### src/rtl/cfg_write_arbiter.sv
// Two-requester arbiter in front of a five-entry configuration register bank.
// Define ARB_ROUND_ROBIN_EN for round-robin tie-break; default is fixed priority to requester 0.
module cfg_write_arbiter (
    input  logic       clk,
    input  logic       rst_n,
    input  logic       wr0_valid,
    input  logic [6:0] wr0_addr,
    input  logic [7:0] wr0_data,
    output logic       wr0_ready,
    input  logic       wr1_valid,
    input  logic [6:0] wr1_addr,
    input  logic [7:0] wr1_data,
    output logic       wr1_ready,
    input  logic       err_clr,
    output logic [7:0] en_reg_out_7_0,
    output logic [7:0] en_reg_out_15_8,
    output logic [7:0] en_reg_pwm_7_0,
    output logic [7:0] en_reg_pwm_15_8,
    output logic [7:0] pwm_duty_cycle,
    output logic       err_addr,
    output logic       busy
);

    typedef enum logic {
        IDLE   = 1'b0,
        COMMIT = 1'b1
    } state_t;

    localparam int NUM_REGS = 5;

    state_t     state_reg, state_next;
    logic [6:0] addr_reg, addr_next;
    logic [7:0] data_reg, data_next;
    logic       ready0_reg, ready0_next;
    logic       ready1_reg, ready1_next;
    logic       err_reg, err_next;
    logic       commit;
    logic       grant;
    logic       tie_pick;
    logic [7:0] bank_reg  [NUM_REGS];
    logic [7:0] bank_next [NUM_REGS];

`ifdef ARB_ROUND_ROBIN_EN
    logic last_reg, last_next;

    // On a tie, favour whichever requester did not win most recently.
    assign tie_pick = ~last_reg;
`else
    assign tie_pick = 1'b0;
`endif

    // A lone requester always wins; tie_pick only matters when both ask.
    assign grant = (wr0_valid && wr1_valid) ? tie_pick : wr1_valid;

    always_comb begin
        state_next  = state_reg;
        addr_next   = addr_reg;
        data_next   = data_reg;
        ready0_next = 1'b0;
        ready1_next = 1'b0;
        err_next    = err_reg & ~err_clr;
        commit      = 1'b0;
`ifdef ARB_ROUND_ROBIN_EN
        last_next   = last_reg;
`endif
        case (state_reg)
            IDLE: begin
                if (wr0_valid || wr1_valid) begin
                    state_next  = COMMIT;
                    addr_next   = grant ? wr1_addr : wr0_addr;
                    data_next   = grant ? wr1_data : wr0_data;
                    ready0_next = ~grant;
                    ready1_next = grant;
`ifdef ARB_ROUND_ROBIN_EN
                    last_next   = grant;
`endif
                end
            end
            COMMIT: begin
                state_next = IDLE;
                commit     = 1'b1;
                // A new out-of-range commit beats a coincident clear.
                if (addr_reg >= 7'(NUM_REGS)) begin
                    err_next = 1'b1;
                end
            end
            default: begin
                state_next = IDLE;
            end
        endcase
    end

    generate
        for (genvar gi = 0; gi < NUM_REGS; gi++) begin : g_bank
            assign bank_next[gi] = (commit && addr_reg == 7'(gi)) ? data_reg : bank_reg[gi];
        end
    endgenerate

    always_ff @(posedge clk) begin
        if (!rst_n) begin
            state_reg  <= IDLE;
            addr_reg   <= '0;
            data_reg   <= '0;
            ready0_reg <= 1'b0;
            ready1_reg <= 1'b0;
            err_reg    <= 1'b0;
            for (int i = 0; i < NUM_REGS; i++) begin
                bank_reg[i] <= '0;
            end
`ifdef ARB_ROUND_ROBIN_EN
            last_reg   <= 1'b1;
`endif
        end else begin
            state_reg  <= state_next;
            addr_reg   <= addr_next;
            data_reg   <= data_next;
            ready0_reg <= ready0_next;
            ready1_reg <= ready1_next;
            err_reg    <= err_next;
            for (int i = 0; i < NUM_REGS; i++) begin
                bank_reg[i] <= bank_next[i];
            end
`ifdef ARB_ROUND_ROBIN_EN
            last_reg   <= last_next;
`endif
        end
    end

    assign wr0_ready       = ready0_reg;
    assign wr1_ready       = ready1_reg;
    assign err_addr        = err_reg;
    assign busy            = (state_reg == COMMIT);
    assign en_reg_out_7_0  = bank_reg[0];
    assign en_reg_out_15_8 = bank_reg[1];
    assign en_reg_pwm_7_0  = bank_reg[2];
    assign en_reg_pwm_15_8 = bank_reg[3];
    assign pwm_duty_cycle  = bank_reg[4];

endmodule

### config.mk
export PLATFORM = sky130hd
export DESIGN_NAME = cfg_write_arbiter
export DESIGN_NICKNAME = d
export VERILOG_FILES = /design/src/rtl/cfg_write_arbiter.sv
export SDC_FILE = /design/constraint.sdc
export NUM_CORES = 1
export LEC_CHECK = 0
export CAP_MARGIN = 10
export CORE_MARGIN = 2
export CORE_UTILIZATION = 48
export CTS_CLUSTER_SIZE = 16
export DETAILED_ROUTE_END_ITERATION = 10
export PLACE_DENSITY = 0.85
export REMOVE_ABC_BUFFERS = 1
export SLEW_MARGIN = 25
export SYNTH_ARGS = -nofsm -noshare
export SYNTH_HDL_FRONTEND = slang
export SYNTH_SLANG_ARGS = --single-unit
export TNS_END_PERCENT = 30
### constraint.sdc
create_clock -name clk -period 4.1 [get_ports clk]
set_input_delay 0.82 -clock clk [delete_from_list [all_inputs] [get_ports clk]]
set_output_delay 0.82 -clock clk [all_outputs]
set_load 0.1 [all_outputs]
### Yosys cells after proc, flatten, opt, wreduce, memory -nomap -nowiden

Memory sizes are Yosys's and may differ from the RTL's.
Index checks and enable logic that the tools add are counted.

* memories kept: 1
* latch bits: 0
* input bits: 35
* flip-flop bits (word level): 19
* output and inout bits: 44
* word-level logic and storage cells: 53
* memory bits (writable): 40
* memory bits (read-only): 0

Memory list
* bank_reg: depth 5, bits a word 8, read ports 5, clocked after Yosys merged registers in 0, wr ports 5, RTL line 40 `logic [7:0] bank_reg [NUM_REGS];`

* equality and inequality tests: 4
* add/sub/neg operators: 0
* mux-type cells: 20
* reductions and logical operators: 10
* order comparisons: 1
* multipliers: 0
* div/mod/pow operators: 0
* bitwise gates (word level): 11
* shift-type cells: 0

Operators with widths (count)
* two-way mux 8 bit: 11
* equality test 7 x 2 -> 1 bit (second input constant): 2
* equality test 7 x 1 -> 1 bit (second input constant): 1
* equality test 7 x 3 -> 1 bit (second input constant): 1
* >= comparator 7 x 3 -> 1 bit (second input constant): 1
* logical NOT 7 bit: 1
* two-way mux 1 bit: 7
* two-way mux 7 bit: 1
* logical AND 1 bit: 6
* NOT 1 bit: 5
* bitwise OR 1 bit: 5
* OR reduction 3 bit: 1
* case mux 1 bit (2 select lines): 1
* AND reduction 2 bit: 1
* AND 1 bit: 1
* logical OR 1 bit: 1

### Longest topological paths before layout

Gate-level depths: netlist of run 1.

* depth in word-level cells: 4
* mapped depth: 5
* depth with buffers taken out: 3

### Worst setup path after synthesis of run 1

OpenSTA, ideal clock, no wires.

* kind: register to register
* from: register state_reg (netlist: busy)
* to: memory bank_reg[3][0]
* library setup time: 0.072 ns
* slack: 2.164 ns
* arrival: 1.864 ns
* required time: 4.028 ns
* path buffers: 1
* period minus slack after synthesis: 1.936 ns
* cell stages (with the launch flop): 5
* path through: dfxtp_1 > nor2b_1 > and4_2 > buf_6 > mux2i_1

RTL lines
* start, declared: RTL line 31 `state_t state_reg, state_next;`
* start signal, assigned: RTL line 114 `state_reg <= state_next;`
* end, declared: RTL line 40

### Worst setup path in the final report of run 1

* from: register state_reg (netlist: busy)
* to: output port busy

RTL lines
* end, declared: RTL line 21 `output logic busy`

No word-level cell between the ends.

==> summary.txt, run 1 <==
Finish
  – Max reg flops: 40
  – Nets: 334
  – Share of cells above drive strength 1: approximately 6.6%
  – Syn-to-layout area delta: 42.5%
  – Fillers: around 400
  – Diodes inserted: 0

Clock network
  – Hold-fix buffers, CTS: 0
  – H-tree depth: 3
  – CTS Sinks: a little under 60
  – Cts repair resizes: 0
  – Root Driver: clkbuf_8
  – Worst-path clk slew: 0.06 ns
  – Cts bufs inserted: 9
  – Worst-Skew Late Latency: about 0.33 ns
  – Longest Clk Path Bufs: 2
  – TritonCTS clock tree: yes
  – Post-CTS setup buffers: 0

Timing
  – Final Hold Viols: 0
  – Layout Skew: approximately 0.0045 ns
  – Post-route minimum period: ~2.7 ns
  – Worst rel slew slack: 32.4%
  – RSZ-0062 raised after global routing: no
  – Final setup violation count: 0
  – Fmax achieved: 367 MHz
  – Period utilization: 66.4%
  – Measured slew at the worst slew-check pin: approximately 1.0 ns
  – Hold Slack: between 0.4 and 0.5 ns
  – TNS Setup: 0 ns
  – Fin. max-slew vios: 0

Die
  – Full die area: 5320 sq um
  – Rows: 25
  – I/O pins: a little under 80
  – Die height: around 73 um
  – Initial Util: 48.9%
  – Core area: approximately 4700 sq um
  – Die Wd: between 70 and 80 um

Global route
  – Number of global-route vias before repair: about 1800
  – Largest net degree at the start of global routing: 67
  – Initial antenna violation count: 0
  – GRT Total Usage: 20.7%
  – Total grt overflow: 0
  – Global-route wire length before repair: ~8200 um

Synth
  – Synthesized area per cell: ~10 sq um
  – Synth Warn #: 0
  – Post-Syn Instances: 224
  – Yosys reg bits: 59
  – Sequential fraction of the synthesis area: 51.8%
  – Post-Syn Area: 2280 sq um
  – Post-synth cell types: 23

Setup path
  – CP max stage cell: clkdlybuf4s50_1
  – Setup crit start kind: flip-flop
  – Crit path max-delay family: buffers and inverters
  – Cell Chain, Critical Path: clkdlybuf4s50_1
  – CP Capture Type: output pin
  – WP data arrival: between 1.5 and 2 ns
  – Max FO, Critical Path: 6
  – Crit Path Category: flip-flop to output pin
  – Setup slack, reg-to-reg: around 2.2 ns
  – WP buf/inv: 1
  – CP required: roughly 3.3 ns
  – CP max stage delay: 1.16 ns

Pwr
  – VDD IR-drop max: between 0.2 and 0.3 mV
  – Leakage: roughly 1.4 nW
  – Power Density: 387 nW/um^2

Drt
  – DRC viols: 0
  – Remaining antenna violation count: 0
  – Vias: around 1800
  – Total Wirelength: slightly above 5000 um
  – Drt first pass iters: 4
  – First DRT Iteration DRCs: 83
  – Average wire per cell in the routed design: 14.3 um
  – Vias/cell: ~5.1

Worst hold path
  – Hold Crit Class: flip-flop to flip-flop

Place
  – Port bufs: between 70 and 80
  – Final Wtd Congestion: slightly above 0.7
  – Detailed placement HPWL: around 3400 um

Job
  – Max Cap Violations: 0

Status
  – Outcome: completed
[metal layers]
layer / global-route usage, % / share of wire, % / vias to the layer above / wire (um)
li1: - / - / 921 / -
met1: 25.7 / 45 / 836 / 2300
met2: 34.1 / 50 / 57 / 2550
met3: 6.22 / 3.9 / 4 / 197
met4: 7.41 / 0.83 / 0 / 42
met5: 0 / 0 / - / 0
[cells by family after synthesis]
family,count (synthesis),synth area share [%]
multiplexers,55,24.1
flip-flops,59,51.8
buffers and inverters,15,3.18
AO/OA/AOI/OAI,34,7.90
AND/OR/NAND/NOR,61,13.0
[placed cells by master (no fill, tap or decap)]
| cell | Yosys | layout |
|---|---|---|
| clkbuf_1 | 8 | 1 |
| bufinv_16 | 0 | 1 |
| and3b_1 | 1 | 1 |
| buf_4 | 1 | 1 |
| clkinv_2 | 0 | 2 |
| dfxtp_1 | 59 | 59 |
| buf_8 | 0 | 1 |
| nor2_1 | 1 | 1 |
| clkbuf_8 | 0 | 10 |
| nand3_2 | 1 | 1 |
| and4_2 | 1 | 1 |
| nand2b_1 | 1 | 1 |
| nor4_4 | 1 | 1 |
| o21ba_2 | 1 | 1 |
| nand2_1 | 48 | 48 |
| a21boi_0 | 1 | 1 |
| a21oi_1 | 15 | 15 |
| nor2b_1 | 3 | 3 |
| clkdlybuf4s50_1 | 0 | 77 |
| nand4_2 | 1 | 1 |
| nand4b_1 | 2 | 2 |
| mux2i_1 | 55 | 55 |
| o21ai_0 | 16 | 16 |
| and2_1 | 1 | 1 |
| o21a_1 | 1 | 1 |
[final cells by class]
class	count	area [sq um]	share of cell area [%]
flip-flops and latches	59	1180	36.3
clock buffers	11	141	4.35
clock inverters	3	40.0	1.23
repair buffers	79	793	24.4
multi-input cells	150	1030	31.6
well taps	54	67.6	2.08
[synthesized netlist by cell type]
cell type | number | area share, %
and2_1 | 1 | 0.27
nand4b_1 | 2 | 0.77
clkbuf_1 | 8 | 1.3
buf_4 | 1 | 0.33
mux2i_1 | 55 | 24
nand2b_1 | 1 | 0.27
buf_2 | 4 | 0.88
dfxtp_1 | 59 | 52
o21ai_0 | 16 | 3.5
nor2b_1 | 3 | 0.82
and4_2 | 1 | 0.44
o21ba_2 | 1 | 0.44
a21boi_0 | 1 | 0.33
nand4_2 | 1 | 0.55
buf_1 | 1 | 0.16
nor4_4 | 1 | 0.93
o21a_1 | 1 | 0.33
nor2_1 | 1 | 0.16
nand2_1 | 48 | 7.9
buf_6 | 1 | 0.49
a21oi_1 | 15 | 3.3
nand3_2 | 1 | 0.44
and3b_1 | 1 | 0.38
[worst paths after layout]
check            startpoint        endpoint  cells after the start
max                    busy            busy                      1
max reg2reg     addr_reg[6]  bank_reg[1][1]                      3
min          bank_reg[2][6]  bank_reg[2][6]                      2
min reg2reg  bank_reg[2][6]  bank_reg[2][6]                      2
[power breakdown]
part           switching, mW  total [mW]  internal (mW)
Clock                  0.203       0.491          0.288
Combinational         0.0933       0.159         0.0653
Sequential            0.0139       0.608          0.594
[metrics by stage]
stage	utilization [%]	instances	total power, mW	instance area [sq um]	setup WS (ns)
after global placement	65.4	341	0.774	3050	1.52
after floorplan	-	209	0.712	2210	2.03
after CTS	69.3	355	1.27	3230	1.35
after global routing	69.7	356	1.31	3250	1.31
after detailed placement	65.4	341	0.778	3050	1.46
final	69.7	356	1.26	3250	1.38
No activity file was read; power rests on OpenSTA's default activity.
==> inputs of run 2 (changes only) <==
--- a/config.mk
+++ b/config.mk
@@ -7,10 +7,10 @@
 export LEC_CHECK = 0
 export CAP_MARGIN = 10
 export CORE_MARGIN = 2
-export CORE_UTILIZATION = 48
+export CORE_UTILIZATION = 45
 export CTS_CLUSTER_SIZE = 16
 export DETAILED_ROUTE_END_ITERATION = 10
-export PLACE_DENSITY = 0.85
+export PLACE_DENSITY = 0.81
 export REMOVE_ABC_BUFFERS = 1
 export SLEW_MARGIN = 25
 export SYNTH_ARGS = -nofsm -noshare
==> constraint.sdc (replaced) <==
create_clock -name clk -period 2.51 [get_ports clk]
set_input_delay 0.502 -clock clk [delete_from_list [all_inputs] [get_ports clk]]
set_output_delay 0.502 -clock clk [all_outputs]
set_load 0.1 [all_outputs]
==> summary.txt, run 2 (synthesized netlist as in run 1, its figures left out) <==
Clock network
  – Worst-Skew Late Latency: 0.33 ns (about the same)
  – Post-CTS setup buffers: 0 (unchanged)
  – Cts repair resizes: 0 (unchanged)
  – Longest Clk Path Bufs: 2 (unchanged)
  – H-tree depth: 3 (unchanged)
  – Cts bufs inserted: 9 (unchanged)
  – Worst-path clk slew: 0.06 ns (about the same)
  – CTS Sinks: 59 (unchanged)
  – TritonCTS clock tree: yes
  – Hold-fix buffers, CTS: 0 (unchanged)
  – Root Driver: clkbuf_8

Pwr
  – Pint: 1.55 mW (+64%)
  – Power Density: 650 nW/um^2 (+68%)
  – VDD IR-drop max: 0.339 mV (+24%)
  – Net Switching: 0.523 mW (+69%)
  – Pwr Total: 2.08 mW (+65%)
  – Leakage: 1.54 nW (+7.8%)
  – Switching part of the total power: 25.2% (+0.50 points)
  – Combinational Power Share: 12.5% (about the same)
  – Reg power frac: 47.8% (-0.5 points)
  – Clock power share: 39.8% (+0.7 points)

Worst hold path
  – Hold Crit Class: flip-flop to flip-flop
  – Hold Startpoint: bank_reg[2][7]

Global route
  – GRT Total Usage: 20.4% (-0.32 points)
  – Total grt overflow: 0 (unchanged)
  – Initial antenna violation count: 0 (unchanged)
  – Global-route wire length before repair: 8420 um (+2.6%)
  – Number of global-route vias before repair: 1829 (+3.4%)
  – Largest net degree at the start of global routing: 50 (-25%)

Drt
  – Average wire per cell in the routed design: 13.6 um (-4.6%)
  – Total Wirelength: 5120 um (+0.73%)
  – Remaining antenna violation count: 0 (unchanged)
  – Vias/cell: 4.86 (-4.9%)
  – Drt first pass iters: 4 (unchanged)
  – DRC viols: 0 (unchanged)
  – First DRT Iteration DRCs: 83 (unchanged)
  – Vias: 1826 (+0.44%)

Timing
  – Layout Skew: 0.00691 ns (+0.00237 ns)
  – Worst rel slew slack: 48.7% (+16 points)
  – Period utilization: a little over three fifths
  – TNS Setup: 0 ns (unchanged)
  – RSZ-0062 raised after global routing: no
  – Fin. max-slew vios: 0 (unchanged)
  – Measured slew at the worst slew-check pin: 0.769 ns (-0.242 ns)
  – Final setup violation count: 0 (unchanged)
  – Hold Slack: 0.458 ns (+0.000117 ns)
  – Final Hold Viols: 0 (unchanged)
  – Post-route minimum period: between 1.5 and 2 ns
  – Fmax achieved: between 600 and 700 MHz

Die
  – Rows: 25 (unchanged)
  – Full die area: 5650 sq um (+6.3%)
  – Die Wd: 75.2 um (+3.1%)
  – Core area: 4820 sq um (+3.4%)
  – Die height: 75.2 um (+3.1%)
  – Initial Util: 47.3% (-1.6 points)
  – I/O pins: 79 (unchanged)

Finish
  – Max reg flops: 40 (unchanged)
  – Most frequent cells in the layout: dfxtp_1 (59), mux2i_1 (55), buf_4 (50)
  – Syn-to-layout area delta: 40.2%
  – Nets: 339 (+1.5%)
  – Diodes inserted: 0 (unchanged)
  – Most common cell after layout, fill and taps aside: dfxtp_1
  – Share of cells above drive strength 1: 23.0% (+16 points)
  – Fillers: 396 (-1.2%)
  – Fin cells: 376 (+5.6%)

Setup path
  – WP buf/inv: 0 (-1)
  – Worst setup path startpoint: addr_reg[6]
  – CP max stage cell: and4_2
  – Reg-to-Reg Start: addr_reg[6]
  – Crit path max-delay family: simple AND/OR/NAND/NOR gates
  – Setup crit start kind: flip-flop
  – WP data arrival: 1.83 ns (-0.07 ns)
  – Crit Path Category: flip-flop to flip-flop
  – CP max stage delay: 0.52 ns (-0.64 ns)
  – CP required: 2.76 ns (-0.52 ns)
  – Cell Chain, Critical Path: nor4_4 > and4_2 > mux2i_1
  – CP Capture Type: flip-flop
  – Max FO, Critical Path: 8 (+2)

Place
  – Final Wtd Congestion: 0.720 (+1.1%)
  – Port bufs: 78 (unchanged)
  – Detailed placement HPWL: 3600 um (+6.9%)
  – Post-placement cell count: 360 (+5.6%)

Status
  – Outcome: completed

Job
  – Max Cap Violations: 0 (unchanged)
run 2: metrics by stage:
step / cell area (sq um) / worst slack (ns) / util (%)
after CTS: 3200 / 0.912 / 66.3
after detailed placement: 3000 / 0.611 / 62.3
final: 3200 / 0.930 / 66.3
after global routing: 3200 / 0.816 / 66.3
after floorplan: 2210 / 0.435 / -
after global placement: 3000 / 0.662 / 62.3
run 2: worst paths after layout:
check        depth (start not counted)             end  slack (ns)
max reg2reg                          3  bank_reg[3][0]        0.93
min reg2reg                          2  bank_reg[2][7]        0.46
min                                  2  bank_reg[2][7]        0.46
max                                  3  bank_reg[3][0]        0.93
run 2: layout make-up:
| cell class | instances | area, sq um | area share, % |
|---|---|---|---|
| flip-flops and latches | 59 | 1180 | 37.0 |
| multi-input cells | 150 | 1030 | 32.1 |
| clock inverters | 5 | 52.6 | 1.64 |
| repair buffers | 84 | 711 | 22.2 |
| clock buffers | 11 | 141 | 4.42 |
| well taps | 67 | 83.8 | 2.62 |
run 2: power groups by stage:
stage	clock network [mW]	logic (mW)	registers [mW]
3_3_place_gp	0	0.256	1.01
6_report	0.826	0.260	0.992
3_5_place_dp	0	0.261	1.01
5_1_grt	0.878	0.280	0.996
2_1_floorplan	0	0.0903	1.07
4_1_cts	0.846	0.262	0.992
run 2: layer usage:
layer | wire length [um] | up-vias | track usage [%]
li1 | - | 931 | -
met1 | 2190 | 833 | 23.0
met2 | 2580 | 53 | 35.3
met3 | 255 | 9 | 4.95
met4 | 98 | 0 | 11.1
met5 | 0 | - | 0
run 2: worst min-delay path, delay by kind of cell, from the launching register on:
| family | cells | cell delay (ns) |
|---|---|---|
| flip-flops | 1 | 0.31 |
| AND/OR/NAND/NOR | 1 | 0.05 |
| multiplexers | 1 | 0.05 |
==> inputs of run 3 (changes only) <==
--- a/config.mk
+++ b/config.mk
@@ -7,10 +7,10 @@
 export LEC_CHECK = 0
 export CAP_MARGIN = 10
 export CORE_MARGIN = 2
-export CORE_UTILIZATION = 45
+export CORE_UTILIZATION = 40
 export CTS_CLUSTER_SIZE = 16
 export DETAILED_ROUTE_END_ITERATION = 10
-export PLACE_DENSITY = 0.81
+export PLACE_DENSITY = 0.76
 export REMOVE_ABC_BUFFERS = 1
 export SLEW_MARGIN = 25
 export SYNTH_ARGS = -nofsm -noshare
==> constraint.sdc (replaced) <==
create_clock -name clk -period 1.3 [get_ports clk]
set_input_delay 0.26 -clock clk [delete_from_list [all_inputs] [get_ports clk]]
set_output_delay 0.26 -clock clk [all_outputs]
set_load 0.1 [all_outputs]
==> summary.txt, run 3 (synthesized netlist as in run 1, its figures left out) <==
Status
  – Outcome: finished, violations left
  – Failing checks: negative setup slack

Pwr
  – Net Switching: 1.07 mW (+110%)
  – Power Density: 1100 nW/um^2 (+69%)
  – Leakage: 1.77 nW (+15%)
  – Reg power frac: 44.0% (-3.8 points)
  – Pint: 3.30 mW (+110%)
  – Combinational Power Share: 14.6% (+2.1 points)
  – Clock power share: 41.4% (+1.6 points)
  – Switching part of the total power: 24.6% (-0.61 points)
  – VDD IR-drop max: 0.831 mV (+150%)

Drt
  – Vias/cell: 4.86 (about the same)
  – Drt first pass iters: 4 (unchanged)
  – Vias: 1920 (+5.1%)
  – First DRT Iteration DRCs: 100 (+20%)
  – DRC viols: 0 (unchanged)
  – Average wire per cell in the routed design: 14.0 um (+2.8%)
  – Remaining antenna violation count: 0 (unchanged)
  – Total Wirelength: 5530 um (+8.0%)

Setup path
  – Setup slack, reg-to-reg: -0.12 ns (-1.05 ns)
  – CP Capture Type: flip-flop
  – WP data arrival: 1.65 ns (-0.18 ns)
  – Max FO, Critical Path: 4 (-4)
  – Cell count of the worst reg-to-reg path: 5 (+2)
  – Setup crit start kind: flip-flop
  – Reg-to-Reg Start: addr_reg[6]
  – CP required: 1.53 ns (-1.23 ns)
  – Critical R2R Capture: bank_reg[1][0]
  – Crit Path Category: flip-flop to flip-flop

Timing
  – Worst rel slew slack: 75.9% (+27 points)
  – PnR worst setup slack: -0.124 ns (-1.05 ns)
  – Hold Slack: 0.412 ns (-0.0457 ns)
  – Layout Skew: 0.00719 ns (+0.000275 ns)
  – RSZ-0062 raised after global routing: yes
  – Period utilization: 110% (+47 points)
  – Fin. max-slew vios: 0 (unchanged)
  – Fmax achieved: 702 MHz (+11%)
  – Measured slew at the worst slew-check pin: 0.361 ns (-0.409 ns)
  – Post-route minimum period: 1.42 ns (-0.156 ns)
  – Final Hold Viols: 0 (unchanged)
  – Final setup violation count: 40 (+40)

Die
  – Die Wd: 79.5 um (+5.7%)
  – Initial Util: 41.4% (-5.9 points)
  – Full die area: 6320 sq um (+12%)
  – Die height: 79.5 um (+5.7%)
  – I/O pins: 79 (unchanged)
  – Rows: 27 (+8.0%)
  – Core area: 5510 sq um (+14%)

Clock network
  – Root Driver: clkbuf_8
  – Hold-fix buffers, CTS: 0 (unchanged)
  – Longest Clk Path Bufs: 2 (unchanged)
  – TritonCTS clock tree: yes
  – Cts bufs inserted: 9 (unchanged)
  – Worst-path clk slew: 0.07 ns (about the same)
  – CTS Sinks: 59 (unchanged)
  – Post-CTS setup buffers: 0 (unchanged)
  – H-tree depth: 3 (unchanged)
  – Worst-Skew Late Latency: 0.34 ns (about the same)

Worst hold path
  – Hold Crit Class: input port to flip-flop
  – Hold endpoint: err_addr
  – Hold Startpoint: rst_n
  – Hold path depth: 3 (+1)

Finish
  – Most frequent cells in the layout: dfxtp_1 (57), mux2i_1 (55), nand2_1 (48)
  – Design area: 3970 sq um (+24%)
  – Most common cell after layout, fill and taps aside: dfxtp_1
  – Register area: 1180 sq um (+0.21%)
  – Share of cells above drive strength 1: 27.2% (+4.3 points)
  – Max reg flops: 40 (unchanged)
  – Fillers: 395 (-0.25%)
  – Nets: 354 (+4.4%)
  – Multi-input gate area: 1040 sq um (+1.6%)
  – Syn-to-layout area delta: 74.3%
  – Diodes inserted: 0 (unchanged)

Global route
  – Largest net degree at the start of global routing: 67 (+34%)
  – GRT Total Usage: 19.3% (-1.1 points)
  – Total grt overflow: 0 (unchanged)
  – Initial antenna violation count: 0 (unchanged)
  – Global-route wire length before repair: 9260 um (+10%)
  – Number of global-route vias before repair: 1987 (+8.6%)

Place
  – Final Wtd Congestion: 0.745 (+3.4%)
  – Detailed placement HPWL: 4010 um (+12%)
  – Placement Cell Area: 3710 sq um (+24%)
  – Port bufs: 78 (unchanged)

Job
  – Max Cap Violations: 0 (unchanged)
run 3: cell types whose count changed in the layout (fill, tap and decap cells not counted), sizes merged:
cell | before | now
clkinv | 3 | 2
buf | 51 | 66
clkbuf | 11 | 10
bufinv | 1 | 2
run 3: how the worst max path moves through the flow:
| stage | start | endpoint | cells past startpoint | slack [ns] |
|---|---|---|---|---|
| 3_5_place_dp | wr0_valid | data_reg[7] | 5 | -0.21 |
| 2_1_floorplan | busy | bank_reg[1][0] | 3 | -0.77 |
| 6_report | addr_reg[6] | bank_reg[1][0] | 5 | -0.12 |
| 3_3_place_gp | wr0_valid | addr_reg[0] | 5 | -0.16 |
| 5_1_grt | addr_reg[6] | bank_reg[1][3] | 5 | -0.26 |
| 4_1_cts | addr_reg[5] | bank_reg[1][6] | 5 | -0.14 |
run 3: final cells by class:
type	count	share of cell area, %
Sequential cell	59	29.8
Clock buffer	10	3.46
Timing Repair Buffer	99	36.3
Clock inverter	5	1.95
Multi-Input combinational cell	150	26.2
Tap cell	72	2.27
run 3: layer usage:
layer  share of wire (%)  global-route usage [%]
met4                 2.8                    10.3
met1                  41                    22.0
met3                 4.8                    4.19
met5                   0                       0
met2                  51                    33.5
run 3: power by group through the flow:
stage | clock network, mW | logic (mW) | registers (mW)
floorplan | 0 | 0.174 | 2.07
global placement | 0 | 0.603 | 1.96
detailed placement | 0 | 0.611 | 1.96
CTS | 1.83 | 0.630 | 1.92
global route | 1.91 | 0.678 | 1.93
finish | 1.81 | 0.636 | 1.92
run 3: worst max-delay path, stage by stage (launching register included):
cell      delay (ns)
dfxtp_2         0.33
nor4_4          0.35
buf_4           0.19
nand4b_1        0.13
buf_4           0.20
mux2i_1         0.12
run 3: timing repair:
item | CTS | global route
endpoints found under the setup margin | 40 | 42
hold endpoints to repair | 0 | 0
pin swaps | 2 | 1
gates resized for setup | 8 | 4
run 3: through the flow:
| stage | TNS, ns | std cells | setup slack (ns) | util, % | power (mW) |
|---|---|---|---|---|---|
| after floorplan | -33.38 | 209 | -0.775 | - | 2.24 |
| after global placement | -5.21 | 380 | -0.159 | 67.3 | 2.56 |
| after detailed placement | -7.10 | 380 | -0.214 | 67.3 | 2.57 |
| after CTS | -4.40 | 395 | -0.137 | 71.9 | 4.38 |
| after global routing | -8.48 | 395 | -0.262 | 72.1 | 4.52 |
| final | -3.58 | 395 | -0.124 | 72.1 | 4.37 |
==> RTL edit 1 (flow settings as in run 2) <==
Build with the macro `ARB_ROUND_ROBIN_EN` defined.
--- a/src/rtl/cfg_write_arbiter.sv
+++ b/src/rtl/cfg_write_arbiter.sv
@@ -2,2 +2,4 @@
 // Define ARB_ROUND_ROBIN_EN for round-robin tie-break; default is fixed priority to requester 0.
+`define ARB_ROUND_ROBIN_EN
+
 module cfg_write_arbiter (
Check against the original RTL: not equivalent (a bounded check fails within 4 cycles, from zero or initial values and one cycle with rst_n low).
==> RTL edit 1 against run 2 <==
Non-clock buffer count down 2; worst setup slack lost 0.25 ns; area after synthesis increased by 0.77%; design area increased by 0.20%; power up 0.41%; first-iteration DRC count is 9.6% lower; sequential cell count is 1 higher; utilization down 2.4 points; global-route usage fell by 1.0 points; wire length rose by 4.0%; critical path type unchanged.
==> RTL edit 1: results (changes against run 2) <==
Clocking
  – Resized cells post-CTS: 0 (unchanged)
  – Clk root buf: clkbuf_8
  – Htree depth: 3 (unchanged)
  – Skew-Pair Late Insertion Delay: 0.33 ns (about the same)
  – Postcts setup bufs: 0 (unchanged)
  – CTS clk-pin slew, worst paths: 0.07 ns

GRT
  – Initial antenna violation count: 0 (unchanged)
  – First-pass GRT wire length: 8.11 mm (-3.6%)
  – Gr usage total: 0.194 (-0.0101)
  – Largest net degree at the start of global routing: 33 (-34%)
  – Number of global-route vias before repair: 1,774 (-3.0%)

Setup path
  – Crit path largest cell delay: 0.65 ns (+0.13 ns)
  – Critical Path RT: 2.76 ns (about the same)
  – Slowest stage cell, crit path: nand4b_1

STA
  – Slew @ Worst Pin: 0.698 ns (-0.0711 ns)
  – Clk_skew: 0.00577 ns (-0.00114 ns)

Synth
  – Yosys cell types: 22 (-4.3%)
  – Synth top cells by count: nand2_1, dfxtp_1, mux2i_1
  – Register area share after synthesis: 0.523 (+0.00476)
  – Synth warnings: 0 (unchanged)
  – Top cells by area, synth: dfxtp_1, mux2i_1, nand2_1, a31oi_1, o21ai_0

Placement
  – Post-detail-place hpwl: 3.73 mm (+3.6%)
  – Place WS: 0.507 ns (-0.105 ns)
  – GP Congestion: 0.775 (+7.5%)
  – IO Port Bufs: 78 (unchanged)

Cells and area
  – Max FFs per register: 40 (unchanged)
  – Share of layout cells above drive strength 1: 0.217 (-0.0126)
  – Ant diodes: 0 (unchanged)
  – # fillers: 456 (+15%)
  – Nets@finish: 357 (+5.3%)

Drt
  – Avg WL per Cell: 13.4 um (-1.5%)
  – Initial DRC Count: 75 (-9.6%)
  – Avg Vias per Cell: 4.91 (+1.2%)

Run status
  – Status: finished clean

Power
  – Maximum vdd drop: 340 uV (+0.30%)
  – LEAKAGE: 1.50 nW (-2.7%)
==> RTL edit 1: cells by family (layout without fill, tap and decap cells) <==
kind of cell,after synthesis,after routing,synth area share
flip-flops,60,60,0.523
multiplexers,41,41,0.179
AO/OA/AOI/OAI,36,36,0.0959
buffers and inverters,16,99,0.0305
AND/OR/NAND/NOR,91,91,0.172
==> RTL edit 1: final cells by class <==
type | count | area share
Timing Repair Buffer | 82 | 0.217
Multi-Input combinational cell | 168 | 0.320
Inverter | 1 | 0.00117
Sequential cell | 60 | 0.375
Clock inverter | 4 | 0.00703
Tap cell | 70 | 0.0274
Clock buffer | 12 | 0.0516
==> RTL edit 1: worst max-delay path, delay by kind of cell, from the launching register on <==
| family | cells | cell delay (ns) |
|---|---|---|
| mux | 1 | 0.33 |
| simple gates | 2 | 1.09 |
| flops | 1 | 0.33 |
==> RTL edit 1: metrics by stage <==
stage	cell area [um2]	instances	power, W	util
after floorplan	2230	229	0.00120	-
after global placement	3010	381	0.00131	0.602
after detailed placement	3010	381	0.00131	0.602
after CTS	3200	397	0.00211	0.639
after global routing	3200	397	0.00217	0.639
final	3200	397	0.00209	0.639
==> RTL edit 1: where the power goes <==
group / leakage [nW] / internal [W] / switching [W]
Clock: 0.0982 / 0.000434 / 0.000361
Sequential: 0.488 / 0.000988 / 0.0000255
Combinational: 0.913 / 0.000106 / 0.000172
Total: 1.50 / 0.00153 / 0.000559
==> RTL edit 1: layer usage <==
metal	share of wire	up-vias	global-route usage
met5	0	-	0
met4	0.015	0	0.0819
met3	0.056	8	0.0608
met2	0.47	63	0.325
met1	0.46	893	0.229
li1	-	987	-
==> RTL edit 1: worst paths after layout <==
check / slack, ns / to / startpoint / cells past startpoint
worst min-delay path: 0.46 / bank_reg[0][36]$_SDFFE_PN0P_ / bank_reg[0][36]$_SDFFE_PN0P_ / 2
worst min register to register: 0.46 / bank_reg[0][36]$_SDFFE_PN0P_ / bank_reg[0][36]$_SDFFE_PN0P_ / 2
worst max-delay path: 0.68 / bank_reg[0][13]$_SDFFE_PN0P_ / addr_reg[6]$_SDFFE_PN0P_ / 3
worst max register to register: 0.68 / bank_reg[0][13]$_SDFFE_PN0P_ / addr_reg[6]$_SDFFE_PN0P_ / 3
==> RTL edit 2 (settings of run 2) <==
Without the edit above. Register the outputs `en_reg_pwm_7_0`, `en_reg_pwm_15_8` and `pwm_duty_cycle`, cleared by the reset; this adds one clock of latency there. The other outputs are not delayed to match.
--- a/src/rtl/cfg_write_arbiter.sv
+++ b/src/rtl/cfg_write_arbiter.sv
@@ -134,5 +134,13 @@
     assign en_reg_out_15_8 = bank_reg[1];
-    assign en_reg_pwm_7_0  = bank_reg[2];
-    assign en_reg_pwm_15_8 = bank_reg[3];
-    assign pwm_duty_cycle  = bank_reg[4];
+    always_ff @(posedge clk) begin
+        if (!rst_n) begin
+            en_reg_pwm_7_0  <= '0;
+            en_reg_pwm_15_8 <= '0;
+            pwm_duty_cycle  <= '0;
+        end else begin
+            en_reg_pwm_7_0  <= bank_reg[2];
+            en_reg_pwm_15_8 <= bank_reg[3];
+            pwm_duty_cycle  <= bank_reg[4];
+        end
+    end
 
Formal check against the unedited RTL: not equivalent (Yosys sat finds a counterexample within 4 cycles, from zero or initial values and one cycle with rst_n low).
==> RTL edit 2 against run 2 <==
Synthesized cell count rose by 28%; count of clock-buffer cells in the layout fell by 1; clock power rose by 6.7%; via count rose by 13%; area after synthesis rose by 30%; global-route usage fell by 3.8 points; sequential cell count rose by 24; wire length rose by 12%; power rose by 21%; clock skew rose by 0.0030 ns; design area rose by 18%; fmax fell by 13%; worst setup slack got worse by 0.23 ns; non-clock buffer count fell by 2; critical endpoint is now bank_reg[0][21]$_SDFFE_PN0P_.
==> RTL edit 2: results (changes against run 2) <==
Drt
  – DRT met1 WL: 2.47 mm (+13%)
  – Initial DRC Count: 91 (+9.6%)
  – Routed wl met3: 271 um (+6.3%)
  – Avg WL per Cell: 13.2 um (-2.9%)
  – WL met2: 2.83 mm (+9.5%)

Run status
  – Status: finished clean

Hold path
  – HP Start: bank_reg[0][34]$_SDFFE_PN0P_

Synth
  – Multiplexer share of the synthesized area: 0.186 (-0.0554)
  – Synth Area in Compound Gates: 0.0609 (-0.0181)
  – Synth top cells by count: dfxtp_1, mux2i_1, nand2_1
  – Top cells by area, synth: dfxtp_1, mux2i_1, nand2_1, buf_4, inv_1
  – Yosys cell types: 22 (-4.3%)
  – Register area share after synthesis: 0.562 (+0.0436)

GRT
  – Largest net degree at the start of global routing: 38 (-24%)
  – GR Layer Usage met1: 0.202 (-0.0279)
  – First-pass GRT wire length: 9.28 mm (+10%)
  – Gr usage total: 0.166 (-0.0378)
  – Met2 GRT Util: 0.275 (-0.0780)
  – Number of global-route vias before repair: 1,945 (+6.3%)

Placement
  – Post-detail-place hpwl: 3.92 mm (+8.8%)
  – Placed Area: 3580 um2 (+19%)
  – GP Congestion: 0.736 (+2.2%)

Setup path
  – CP arrival: 2.04 ns (+0.21 ns)
  – Critical Path Fanout Max: 6 (-2)
  – R2R setup slack: 0.70 ns (-0.23 ns)
  – R2r startpoint: addr_reg[3]$_SDFFE_PN0P_
  – Setup CP Type: reg -> reg
  – R2R depth: 4 (+1)
  – RR Endpoint: bank_reg[0][21]$_SDFFE_PN0P_

Power
  – P_comb: 0.000254 W (-2%)
  – LEAKAGE: 2.03 nW (+32%)
  – Register share of total power: 0.548 (+0.070)

Clocking
  – Skew-Pair Late Insertion Delay: 0.35 ns (+0.02 ns)
  – CTS clk-pin slew, worst paths: 0.08 ns (+0.02 ns)

Cells and area
  – # fillers: 550 (+39%)
  – Share of layout cells above drive strength 1: 0.197 (-0.0326)
  – Nets@finish: 385 (+14%)

STA
  – Clk_skew: 0.00991 ns (+0.00299 ns)
  – Slew margin rel.: 0.638 (+0.151)
[RTL edit 2: cells by family after synthesis]
kind of cell	count (synthesis)
DFF	83
and+or+nand+nor	61
muxes	55
buffers and inverters	54
AOI/OAI and AO/OA	34
[RTL edit 2: area by class of cell]
type	count	area, um2	area share
clock buffer	10	138	0.0365
clock inverter	6	47.5	0.0126
inverter	24	90.1	0.0239
multi-input combinational	150	1030	0.273
sequential	83	1660	0.441
tap	77	96.3	0.0256
timing repair buffer	82	708	0.188
[RTL edit 2: through the flow]
step,power [W],setup slack (ns),hold slack [ns],instances
after floorplan,0.00155,0.383,0.404,257
after global placement,0.00165,0.646,0.412,416
after detailed placement,0.00166,0.611,0.418,416
after CTS,0.00253,0.670,0.438,432
after global routing,0.00261,0.568,0.455,432
final,0.00251,0.698,0.436,432
[RTL edit 2: critical path: stages (launching register included)]
cell,delay [ns]
dfxtp_1,0.34
nor4_4,0.47
nand4b_1,0.44
buf_4,0.32
mux2i_1,0.12
